--- src/rtl/obi_pkg.sv ---
// OBI request/response types shared by the crossbar, arbiters and slaves.
package obi_pkg;

  localparam int unsigned OBI_AW  = 32;
  localparam int unsigned OBI_DW  = 32;
  localparam int unsigned OBI_BEW = OBI_DW / 8;

  typedef struct packed {
    logic               req;
    logic               we;
    logic [OBI_BEW-1:0] be;
    logic [OBI_AW-1:0]  addr;
    logic [OBI_DW-1:0]  wdata;
  } obi_req_t;

  typedef struct packed {
    logic              gnt;
    logic              rvalid;
    logic [OBI_DW-1:0] rdata;
  } obi_resp_t;

endpackage

--- src/rtl/obi_arb_id_fifo.sv ---
// Ordered record of granted master indices; the head names the owner of the
// next read response. Pushes while full and pops while empty are ignored.
module obi_arb_id_fifo #(
  parameter int unsigned DEPTH = 2,
  parameter int unsigned WIDTH = 2
) (
  input  logic                       clk_i,
  input  logic                       rst_ni,
  input  logic                       push,
  input  logic                       pop,
  input  logic [WIDTH-1:0]           wdata,
  output logic [WIDTH-1:0]           rdata,
  output logic                       full,
  output logic                       empty,
  output logic [$clog2(DEPTH+1)-1:0] cnt
);

  localparam int unsigned PTR_W = (DEPTH > 1) ? $clog2(DEPTH) : 1;
  localparam int unsigned CNT_W = $clog2(DEPTH + 1);

  logic [WIDTH-1:0] mem_r [DEPTH];
  logic [PTR_W-1:0] wr_ptr_r;
  logic [PTR_W-1:0] rd_ptr_r;
  logic [CNT_W-1:0] cnt_r;
  logic             push_ok_s;
  logic             pop_ok_s;

  function automatic logic [PTR_W-1:0] ptr_inc(input logic [PTR_W-1:0] ptr);
    return (ptr == PTR_W'(DEPTH - 1)) ? '0 : ptr + 1'b1;
  endfunction

  assign full      = (cnt_r == CNT_W'(DEPTH));
  assign empty     = (cnt_r == '0);
  assign cnt       = cnt_r;
  assign rdata     = mem_r[rd_ptr_r];
  assign push_ok_s = push & ~full;
  assign pop_ok_s  = pop & ~empty;

  // storage, pointers and occupancy
  always_ff @(posedge clk_i or negedge rst_ni) begin
    if (!rst_ni) begin
      for (int i = 0; i < int'(DEPTH); i++) begin
        mem_r[i] <= '0;
      end
      wr_ptr_r <= '0;
      rd_ptr_r <= '0;
      cnt_r    <= '0;
    end else begin
      if (push_ok_s) begin
        mem_r[wr_ptr_r] <= wdata;
        wr_ptr_r        <= ptr_inc(wr_ptr_r);
      end
      if (pop_ok_s) begin
        rd_ptr_r <= ptr_inc(rd_ptr_r);
      end
      case ({push_ok_s, pop_ok_s})
        2'b10:   cnt_r <= cnt_r + 1'b1;
        2'b01:   cnt_r <= cnt_r - 1'b1;
        default: cnt_r <= cnt_r;
      endcase
    end
  end

endmodule

--- src/rtl/obi_slave_rr_arbiter_chk.sv ---
// Protocol checks for the OBI round-robin arbiter; simulation only.
module obi_slave_rr_arbiter_chk #(
  parameter int unsigned NUM_MASTERS     = 4,
  parameter int unsigned MAX_OUTSTANDING = 2,
  parameter int unsigned IDX_W           = 2,
  parameter int unsigned CNT_W           = 2
) (
  input logic                   clk_i,
  input logic                   rst_ni,
  input logic                   lock,
  input logic [IDX_W-1:0]       lock_idx,
  input logic [NUM_MASTERS-1:0] req_vec,
  input logic                   push,
  input logic                   full,
  input logic                   rvalid,
  input logic                   empty,
  input logic [CNT_W-1:0]       cnt
);

  a_rvalid_when_empty: assert property (@(posedge clk_i) disable iff (!rst_ni)
    !(rvalid && empty));

  // a presented but ungranted request must stay up until it is granted
  a_locked_req_held: assert property (@(posedge clk_i) disable iff (!rst_ni)
    lock |-> req_vec[lock_idx]);

  a_push_when_full: assert property (@(posedge clk_i) disable iff (!rst_ni)
    !(push && full));

  a_cnt_in_range: assert property (@(posedge clk_i) disable iff (!rst_ni)
    cnt <= CNT_W'(MAX_OUTSTANDING));

endmodule

--- src/rtl/obi_slave_rr_arbiter.sv ---
// Round-robin sharing of one OBI slave between NUM_MASTERS masters, with
// in-order routing of read responses back to the issuing master.
module obi_slave_rr_arbiter
  import obi_pkg::*;
#(
  parameter int unsigned NUM_MASTERS     = 4,
  parameter int unsigned MAX_OUTSTANDING = 2
) (
  input  logic                        clk_i,
  input  logic                        rst_ni,
  input  obi_req_t  [NUM_MASTERS-1:0] master_req_i,
  output obi_resp_t [NUM_MASTERS-1:0] master_resp_o,
  output obi_req_t                    slave_req_o,
  input  obi_resp_t                   slave_resp_i
);

  localparam int unsigned IDX_W = $clog2(NUM_MASTERS);
  localparam int unsigned CNT_W = $clog2(MAX_OUTSTANDING + 1);

  logic [IDX_W-1:0]       prio_r;
  logic                   lock_r;
  logic [IDX_W-1:0]       lock_idx_r;
  logic [NUM_MASTERS-1:0] req_vec_s;
  logic [IDX_W-1:0]       winner_s;
  logic                   sel_valid_s;
  logic [IDX_W-1:0]       prio_next_s;
  obi_req_t               slave_req_s;
  obi_resp_t [NUM_MASTERS-1:0] master_resp_s;
  logic                   accept_s;
  logic                   pop_s;
  logic                   fifo_full_s;
  logic                   fifo_empty_s;
  logic [CNT_W-1:0]       fifo_cnt_s;
  logic [IDX_W-1:0]       head_s;

  // gather request bits
  always_comb begin
    req_vec_s = '0;
    for (int unsigned i = 0; i < NUM_MASTERS; i++) begin
      req_vec_s[i] = master_req_i[i].req;
    end
  end

  // winner: locked master, else first requester at or above prio (wrapping)
  always_comb begin
    int unsigned cand;
    logic        take;
    cand        = 0;
    take        = 1'b0;
    winner_s    = '0;
    sel_valid_s = 1'b0;
    if (lock_r) begin
      winner_s    = lock_idx_r;
      sel_valid_s = 1'b1;
    end else begin
      for (int unsigned i = 0; i < NUM_MASTERS; i++) begin
        cand        = 32'(prio_r) + i;
        cand        = (cand >= NUM_MASTERS) ? cand - NUM_MASTERS : cand;
        take        = !sel_valid_s && req_vec_s[IDX_W'(cand)];
        winner_s    = take ? IDX_W'(cand) : winner_s;
        sel_valid_s = sel_valid_s | req_vec_s[IDX_W'(cand)];
      end
    end
  end

  // forward the winner unless the response FIFO is full
  always_comb begin
    slave_req_s = '0;
    if (!fifo_full_s && sel_valid_s) begin
      slave_req_s = master_req_i[winner_s];
    end else begin
      slave_req_s = '0;
    end
  end

  assign accept_s = slave_req_s.req & slave_resp_i.gnt;
  assign pop_s    = slave_resp_i.rvalid & ~fifo_empty_s;

  // grant goes to the forwarded master, responses to the FIFO head
  always_comb begin
    master_resp_s = '0;
    for (int unsigned m = 0; m < NUM_MASTERS; m++) begin
      master_resp_s[m].gnt    = accept_s & (winner_s == IDX_W'(m));
      master_resp_s[m].rvalid = pop_s & (head_s == IDX_W'(m));
      master_resp_s[m].rdata  = master_resp_s[m].rvalid ? slave_resp_i.rdata : '0;
    end
  end

  // next priority position after the current winner
  always_comb begin
    prio_next_s = '0;
    if (winner_s == IDX_W'(NUM_MASTERS - 1)) begin
      prio_next_s = '0;
    end else begin
      prio_next_s = winner_s + 1'b1;
    end
  end

  // pointer and lock state
  always_ff @(posedge clk_i or negedge rst_ni) begin
    if (!rst_ni) begin
      prio_r     <= '0;
      lock_r     <= 1'b0;
      lock_idx_r <= '0;
    end else if (accept_s) begin
      prio_r <= prio_next_s;
      lock_r <= 1'b0;
    end else if (slave_req_s.req) begin
      lock_r     <= 1'b1;
      lock_idx_r <= winner_s;
    end
  end

  obi_arb_id_fifo #(
    .DEPTH (MAX_OUTSTANDING),
    .WIDTH (IDX_W)
  ) u_id_fifo (
    .clk_i  (clk_i),
    .rst_ni (rst_ni),
    .push   (accept_s),
    .pop    (pop_s),
    .wdata  (winner_s),
    .rdata  (head_s),
    .full   (fifo_full_s),
    .empty  (fifo_empty_s),
    .cnt    (fifo_cnt_s)
  );

  assign slave_req_o   = slave_req_s;
  assign master_resp_o = master_resp_s;

`ifndef SYNTHESIS
  obi_slave_rr_arbiter_chk #(
    .NUM_MASTERS     (NUM_MASTERS),
    .MAX_OUTSTANDING (MAX_OUTSTANDING),
    .IDX_W           (IDX_W),
    .CNT_W           (CNT_W)
  ) u_chk (
    .clk_i    (clk_i),
    .rst_ni   (rst_ni),
    .lock     (lock_r),
    .lock_idx (lock_idx_r),
    .req_vec  (req_vec_s),
    .push     (accept_s),
    .full     (fifo_full_s),
    .rvalid   (slave_resp_i.rvalid),
    .empty    (fifo_empty_s),
    .cnt      (fifo_cnt_s)
  );
`endif

endmodule

--- config.mk ---
export PLATFORM = sky130hd
export DESIGN_NAME = obi_slave_rr_arbiter
export DESIGN_NICKNAME = d
export VERILOG_FILES = /design/src/rtl/obi_pkg.sv /design/src/rtl/obi_arb_id_fifo.sv /design/src/rtl/obi_slave_rr_arbiter_chk.sv /design/src/rtl/obi_slave_rr_arbiter.sv
export SDC_FILE = /design/constraint.sdc
export NUM_CORES = 1
export LEC_CHECK = 0
export BUFFER_PORTS_ARGS = -buffer_cell sky130_fd_sc_hd__buf_2
export CAP_MARGIN = 20
export CORE_AREA = 2 2 206 208
export DETAILED_ROUTE_END_ITERATION = 10
export DIE_AREA = 0 0 208 210
export GPL_TIMING_DRIVEN = 1
export PLACE_DENSITY = 0.4
export SETUP_SLACK_MARGIN = 0.3
export SYNTH_ARGS = -nofsm -noshare
export SYNTH_HDL_FRONTEND = slang
export SYNTH_SLANG_ARGS = --single-unit
--- constraint.sdc ---
create_clock -name clk_i -period 2.7 [get_ports clk_i]
set_input_delay 0.27 -clock clk_i [delete_from_list [all_inputs] [get_ports clk_i]]
set_output_delay 0.27 -clock clk_i [all_outputs]
set_load 0.1 [all_outputs]
* After elaboration in Yosys (flattened, before gate mapping)
Cells that the tools add are included.
** Word-level totals
- Bits in registers :: 13
- Output and inout port bits :: 206
** Operators by class
- $add $sub $neg :: 12
- $lt $le $gt $ge :: 12
- Equality and inequality tests :: 9
- Multiplexer cells :: 37
- Bitwise operators :: 20
- Reduce and logical (&&, ||, !) cells :: 15
** Operators by type and width (count)
- binary-select mux 70 bit (select 2 bit) :: 1
- two-way mux 70 bit :: 2
- two-way mux 32 bit :: 4
- two-way mux 2 bit :: 14
- < comparator 2 x 3 -> 1 bit, second input constant :: 5
- AND 1 bit :: 12
- equality test 2 bit, second input constant :: 6
- subtractor 2 x 1 -> 2 bit, second input constant :: 5
- >= comparator 3 bit, second input constant :: 3
- two-way mux 1 bit :: 9
- binary-select mux 1 bit (select 2 bit) :: 4
- adder 2 x 2 -> 3 bit, second input constant :: 2
- equality test 2 x 1 -> 1 bit, second input constant :: 3
- logical NOT 2 bit :: 3
- logical AND 1 bit :: 5
- adder 2 x 1 -> 2 bit, second input constant :: 2
- bitwise mux 4 bit :: 1
- >= comparator 2 bit, second input constant :: 2
- logical NOT 1 bit :: 4
- NOT 1 -> 2 bit :: 2
- one-hot mux 2 bit (2 select lines) :: 1
- nonzero test 2 bit :: 2
- adder 2 x 1 -> 3 bit, second input constant :: 1
- >= comparator 2 x 3 -> 1 bit, second input constant :: 1
- 6 further kinds :: 11

* Longest topological paths before layout
Gate-level depths: netlist of the first run.
- Depth after elaboration :: 18
- Gate-level depth with buffers :: 12
- Depth with buffers taken out :: 10

* Cells and area by module
Synthesis of the first run repeated with hierarchy kept, for this count alone.
** Unflattened totals
- Cell total of the unflattened synthesis :: 575
- Area, all modules :: 4400.5 um2
** By module, submodules not included
- obi_slave_rr_arbiter :: times used 1, cells an instance 547, area an instance 4011.3 um2
- obi_arb_id_fifo :: times used 1, cells an instance 28, area an instance 389.1 um2

* Worst setup path after synthesis of the first run
No wires, ideal clock.
- Kind :: register to output
- Start point :: register lock_r
- End point :: output slave_req_o[61] (netlist bit)
- Data arrival time :: 3.829 ns
- Slack :: -1.399 ns
- Stages on the path, launching flop included :: 9
- Path buffers :: 4
- Cell sequence :: dfrtp_1 > buf_2 > o31a_4 > a21oi_2 > buf_4 > buf_6 > buf_4 > mux2i_1 > a211oi_1
** RTL lines
- start: declaration :: RTL line obi_slave_rr_arbiter.sv:21 : logic lock_r;
- start signal: assignment :: RTL line obi_slave_rr_arbiter.sv:103 : lock_r <= 1'b0;
- start signal: assignment :: RTL line obi_slave_rr_arbiter.sv:107 : lock_r <= 1'b0;
- start signal: assignment :: RTL line obi_slave_rr_arbiter.sv:109 : lock_r <= 1'b1;
- end: declaration :: RTL line obi_slave_rr_arbiter.sv:13 : output obi_req_t slave_req_o,

==> impl_metrics.tcl, run 1 <==
set metrics [dict create \
    path_class "reg2out" \
    synth_seq_area_share_pct 7.40 \
    drt_iter0_markers 175 \
    portBuffers 521 \
    die_area_sq_um 43700 \
    startpoint "prio_r[1]" \
    end_kind "output pin" \
    cp_top_family "buffers and inverters" \
    htreeDepth 1 \
    grt_pass1_wl_um 42100 \
    hold_viol 0 \
    crit_top_cell "buf_12" \
    run_status "finished, violations left" \
    dieWidth_um 208 \
    stdcell_count 1711 \
    synth_top_area_share_pct 23.6 \
    hold_path_class "in2reg" \
    synthTopCellsByArea "a211oi_1 24%, and2_1 19%, mux2i_1 17%" \
    slew_headroom_pct 69.6 \
    synth_fp_nets 900 \
    drive_above_1_share_pct 73.5 \
    wl_met1_um 11700 \
    yosys.area.top_type "a211oi_1" \
    path_buf_inv 3 \
    die_y_um 210 \
    synth_edf_count 0 \
    maxSlewViolCount 0 \
    area_delta_synth_final_pct 198 \
    cts_tree "built" \
    antenna_found_initial 0 \
    start_kind "register" \
    routabilityCongestion 0.854 \
    routedWlPerCell_um 17.2 \
    fin_worst_skew_ps 5.39 \
    cts.sinks 13 \
    setup-tns-final_ps -5220 \
    worstPathRequired_ps 2430 \
    min_period_ps 2820 \
    overflow 0 \
    dp_cells 1655 \
    ys_ff_latch 13 \
    rsz0062_at_grt "true" \
    seq_area_sq_um 329 \
    clock-root-buffer "clkbuf_16" \
    fin_crit_sh_pct 105 \
    grt_pass1_vias 6994 \
    multiInputGateArea_sq_um 5040 \
    pre_cts_ws_ps -134 \
    layout.nets 1494 \
    async_reset_ff_share_pct 100 \
    syn_area_per_cell_sq_um 7.59 \
    cts_inserted_buffers 3 \
    routed_via_density 3.91 \
    globalRouteTotalUtil_pct 12.3 \
    crit_path_max_incr_delay_ps 470 \
    highest_layer "met4" \
    cts_max_path_buffers 2 \
    violations "setup timing" \
    hold_ws_ps 352 \
    routed_wl_um 29400 \
    worst_slack_ps -124 \
    core_sq_um 41500 \
    cp_max_fo 13 \
    yosysUniqueCellTypes 49 \
    arrival_ps 2550 \
    ioPinCount 522 \
    ys.warnings.count 0 \
    path_clk_slew_ps 50 \
    crit_slowest_cell "dfrtp_2" \
    ys.flop_type "dfrtp_1" \
    grt_max_degree 34 \
    rows 75 \
    tightest_slew_ps 444 \
    fillers 4286 \
    clk-insertion-delay-late_ps 240 \
    via_count 6684 \
    wl_met2_um 16300 \
    antennaDiodeCount 0 \
    max_cap_violations 0 \
    dr_wl_met3_um 1070 \
    crit_chain "mux2_4, or4_4, a211o_1, o21ai_4, buf_12, buf_16, a211oi_4, buf_12" \
    worstReg2RegStart "prio_r[1]" \
    syn_area_sq_um 4400 \
    dr.pass1.iters 4 \
    postRouteAntennaNets 0 \
    start_util_pct 10.6 \
    fmax_ghz 0.354 \
    setup_viol 73 \
    holdCritStartpoint "slave_resp_i[33]" \
    drc 0 \
    syn_inst 579 \
    dp.final_hpwl_um 23200 \
]
## through the flow
stage | instance area (sq um) | utilization [%]
4_1_cts | 12300 | 29.6
5_1_grt | 13100 | 31.6
6_report | 13100 | 31.6
2_1_floorplan | 5500 | -
3_3_place_gp | 11100 | 26.7
3_5_place_dp | 11100 | 26.7
## logic make-up (layout without fill, tap and decap cells)
group | Yosys count | count (layout) | synth area share [%]
and+or+nand+nor | 232 | 232 | 33.2
AOI/OAI and AO/OA | 162 | 162 | 28.3
buffers and inverters | 82 | 675 | 9.91
muxes | 80 | 80 | 18.7
DFF | 13 | 13 | 7.40
adders and majority gates | 5 | 5 | 1.42
xor gates and xnor gates | 5 | 5 | 0.996
## final cells by class
cell class | count | area share, %
repair buffers | 656 | 52.7
multi-input cells | 484 | 38.5
well taps | 539 | 5.15
flip-flops and latches | 13 | 2.51
clock buffers | 4 | 0.602
inverters | 15 | 0.506
## repair_timing
action,CTS,global route
setup endpoints to repair,85,120
resized for setup,224,116
endpoints found under the hold margin,13,0
pin swaps,10,41
hold buffers,1,0
buffers inserted,15,28
cloned,4,4
## placed cells by master, fill, tap and decap left out, types with 5 or more instances in the layout
| master | count |
|---|---|
| buf_2 | 317 |
| and2_2 | 34 |
| buf_12 | 191 |
| a211oi_4 | 72 |
| nor2b_1 | 70 |
| clkbuf_4 | 38 |
| mux2i_2 | 12 |
| dfrtp_1 | 10 |
| mux2i_1 | 62 |
| and2_1 | 92 |
| and2_4 | 6 |
| ha_4 | 5 |
| clkbuf_16 | 6 |
| nor2_1 | 7 |
| buf_6 | 28 |
| buf_16 | 8 |
| buf_8 | 5 |
| inv_1 | 13 |
| a211oi_2 | 42 |
| buf_4 | 64 |
| a211oi_1 | 26 |
## Yosys cell counts, types with 2 or more instances
master      n
inv_1      15
buf_6      11
mux2_2      3
nor2_1      8
o21ai_0     3
xnor2_1     4
buf_4       5
mux2i_1    75
nor4_2      2
nor2b_1    70
nand3_1     2
clkbuf_1   29
and2_1    132
a211oi_1  138
ha_1        5
nand2_1     4
or3_1       2
a211oi_2    2
buf_2      21
a32oi_1     3
dfrtp_1    13
nand2b_1    3
a21oi_1     3
## flip-flops by register name, summed over array words and instances, names as in the netlist
register	flops
u_id_fifo.mem_r	4
lock_idx_r	2
prio_r	2
u_id_fifo.cnt	2
lock_r	1
u_id_fifo.rd_ptr_r	1
u_id_fifo.wr_ptr_r	1
## metal layers
metal  vias up  GRT usage [%]
met1      3246           15.0
met2       198           23.9
met4         0           1.35
li1       3224              -
met3        16           1.19
met5         -              0
## worst paths after layout
kind	to	slack, ps	depth (start not counted)
min	lock_r	350	2
max reg2reg	u_id_fifo.cnt[1]	30	13
max	slave_req_o[13]	-120	8
max in group asynchronous	prio_r[0]	1970	2
min reg2reg	lock_idx_r[0]	510	1
min in group asynchronous	lock_r	460	2
Power of run 1 is left out: the tool's default activity adds up to more than one toggle a clock period on the data nets, which glitch-free logic cannot reach.
==> inputs of run 2 (changes only) <==
- CORE_AREA: 2 2 206 208 -> 2 2 200 202
- DIE_AREA: 0 0 208 210 -> 0 0 202 204
- PLACE_DENSITY: 0.4 -> 0.41
- SYNTH_HIERARCHICAL: default -> 1
==> run 2 against run 1 <==
Effect of this change:
- the flow still finishes with violations (setup timing)
- register-to-register slack improved by 20 ps
- largest cell class unchanged
- utilization about the same
- count of clock-buffer cells in the layout is the same
- sequential share of layout area increased by 0.13 points
- non-clock buffer count decreased by 20
- die area fell by 5.7%
- clock skew decreased by 4.6 ps
==> impl_metrics.tcl, run 2 <==
set metrics [dict create \
    via_count 6669 \
    postRouteAntennaNets 0 \
    max_cap_violations 0 \
    rows 73 \
    cts_tree "built" \
    end_kind "output pin" \
    worstReg2RegStart "prio_r[1]" \
    syn_area_sq_um 4400 \
    start_util_pct 11.2 \
    yosys.area.top_type "a211oi_1" \
    tightest_slew_ps 496 \
    holdPathEnd "lock_r" \
    clk-insertion-delay-late_ps 240 \
    reg2reg_setup_slack_ps 50 \
    routed_via_density 3.97 \
    holdPathStages 2 \
    holdCritStartpoint "slave_resp_i[33]" \
    syn_area_per_cell_sq_um 7.65 \
    synth_seq_area_share_pct 7.39 \
    final_cell_mix "331 x buf_2, 166 x buf_12, 92 x and2_1" \
    routabilityCongestion 0.805 \
    routedWlPerCell_um 17.4 \
    die_y_um 204 \
    rr_endpoint "u_id_fifo/cnt[1]" \
    synth_fp_nets 896 \
    ys_ff_latch 13 \
    r2r_cells 13 \
    path_class "reg2out" \
    yosysUniqueCellTypes 52 \
    synth_top_area_share_pct 23.9 \
    min_period_ps 2820 \
    syn_inst 575 \
    async_reset_ff_share_pct 100 \
    antenna_found_initial 6 \
    start_kind "register" \
    hold_viol 0 \
    grt_pass1_wl_um 41500 \
    htreeDepth 1 \
    grt_pass1_vias 7010 \
    layout.nets 1474 \
    dr.pass1.iters 4 \
    dieWidth_um 202 \
    clock-root-buffer "clkbuf_16" \
    ys.warnings.count 6 \
    hold_path_class "in2reg" \
    cp_max_fo 29 \
    drt_iter0_markers 218 \
    overflow 0 \
    largest-register "u_id_fifo/mem_r" \
    rsz0062_at_grt "true" \
    arrival_ps 2550 \
    run_status "finished, violations left" \
    grt_max_degree 53 \
    core_sq_um 39200 \
    synth_common_cells "140 x a211oi_1, 129 x and2_1, 72 x mux2i_1" \
    worst_slack_ps -123 \
    synth_edf_count 0 \
    maxSlewViolCount 0 \
    setup_viol 62 \
    die_area_sq_um 41200 \
    drc 0 \
    violations "setup timing" \
    yosysMostFrequentCell "a211oi_1" \
    worstPathRequired_ps 2430 \
    cts_max_path_buffers 2 \
    final_common_cell "buf_2" \
    cts.sinks 13 \
    dp.final_hpwl_um 23500 \
    ioPinCount 522 \
    fin_worst_skew_ps 0.779 \
    cts_inserted_buffers 3 \
    path_clk_slew_ps 50 \
    hold_ws_ps 257 \
    drive_above_1_share_pct 73.0 \
    fmax_ghz 0.354 \
    synthTopCellsByArea "a211oi_1 24%, and2_1 18%, mux2i_1 16%" \
    area_delta_synth_final_pct 182 \
    portBuffers 521 \
    ys.flop_type "dfrtp_1" \
    globalRouteTotalUtil_pct 12.9 \
    fin_crit_sh_pct 105 \
    routed_wl_um 29200 \
    largest_reg_flops 4 \
    slew_headroom_pct 67.1 \
]
## run 2: stage by stage
step | worst slack, ps | util (%) | TNS, ps | cell area, sq um | instances
after floorplan | -170 | - | -11250 | 5470 | 575
after global placement | -20.6 | 28.4 | -20.6 | 11100 | 1638
after detailed placement | -68.6 | 28.4 | -69.2 | 11100 | 1638
after CTS | -118 | 30.1 | -3240 | 11800 | 1660
after global routing | -203 | 31.6 | -10950 | 12400 | 1679
final | -123 | 31.6 | -3130 | 12400 | 1679
## run 2: cell type report
cell class | instances | area [sq um]
antenna | 2 | 5.00
inverter | 6 | 25.0
timing repair buffer | 636 | 6310
clock buffer | 4 | 78.8
multi-input combinational | 493 | 4990
sequential | 13 | 328
fill | 4031 | 26800
tap | 525 | 657
## run 2: kinds of logic (layout without fill, tap and decap cells)
family | after synthesis | in the layout | share of synthesized area [%]
AO/OA/AOI/OAI | 161 | 161 | 28.1
buffers and inverters | 70 | 646 | 8.25
XOR/XNOR | 5 | 5 | 0.995
other | 0 | 2 | 0
multiplexers | 80 | 80 | 19.0
flip-flops | 13 | 13 | 7.39
AND/OR/NAND/NOR | 241 | 242 | 34.8
adder cells (fa/ha/maj) | 5 | 5 | 1.42
## run 2: worst max-delay path by stage
stage	startpoint	to	cells past startpoint
2_1_floorplan	prio_r[1]	slave_req_o[29]	7
3_3_place_gp	prio_r[1]	slave_req_o[50]	8
3_5_place_dp	master_req_i[69]	slave_req_o[50]	9
4_1_cts	prio_r[1]	slave_req_o[52]	9
5_1_grt	prio_r[1]	slave_req_o[43]	9
6_report	prio_r[1]	slave_req_o[2]	9
## run 2: critical path: stages (launching register included)
cell and delay [ps]:
dfrtp_2 470, a21oi_2 170, a21oi_2 40, o41a_4 410, buf_12 170, buf_16 170, buf_6 150, mux2i_2 170
a211oi_4 310, buf_12 220
## run 2: routing by layer
| metal | track usage, % | up-vias | wire length (um) |
|---|---|---|---|
| met5 | 0 | - | 13 |
| met4 | 2.94 | 2 | 447 |
| met2 | 24.5 | 338 | 15500 |
| li1 | - | 3192 | - |
| met1 | 14.7 | 3113 | 11000 |
| met3 | 2.66 | 24 | 2210 |
## run 2: what timing repair did
item	CTS	global route
buffers inserted	15	12
gates resized for setup	111	104
cloned	2	5
endpoints found under the hold margin	13	0
setup endpoints to repair	82	149
hold buffers	1	0
pin swaps	18	23
Power of run 2 is left out for the same reason.
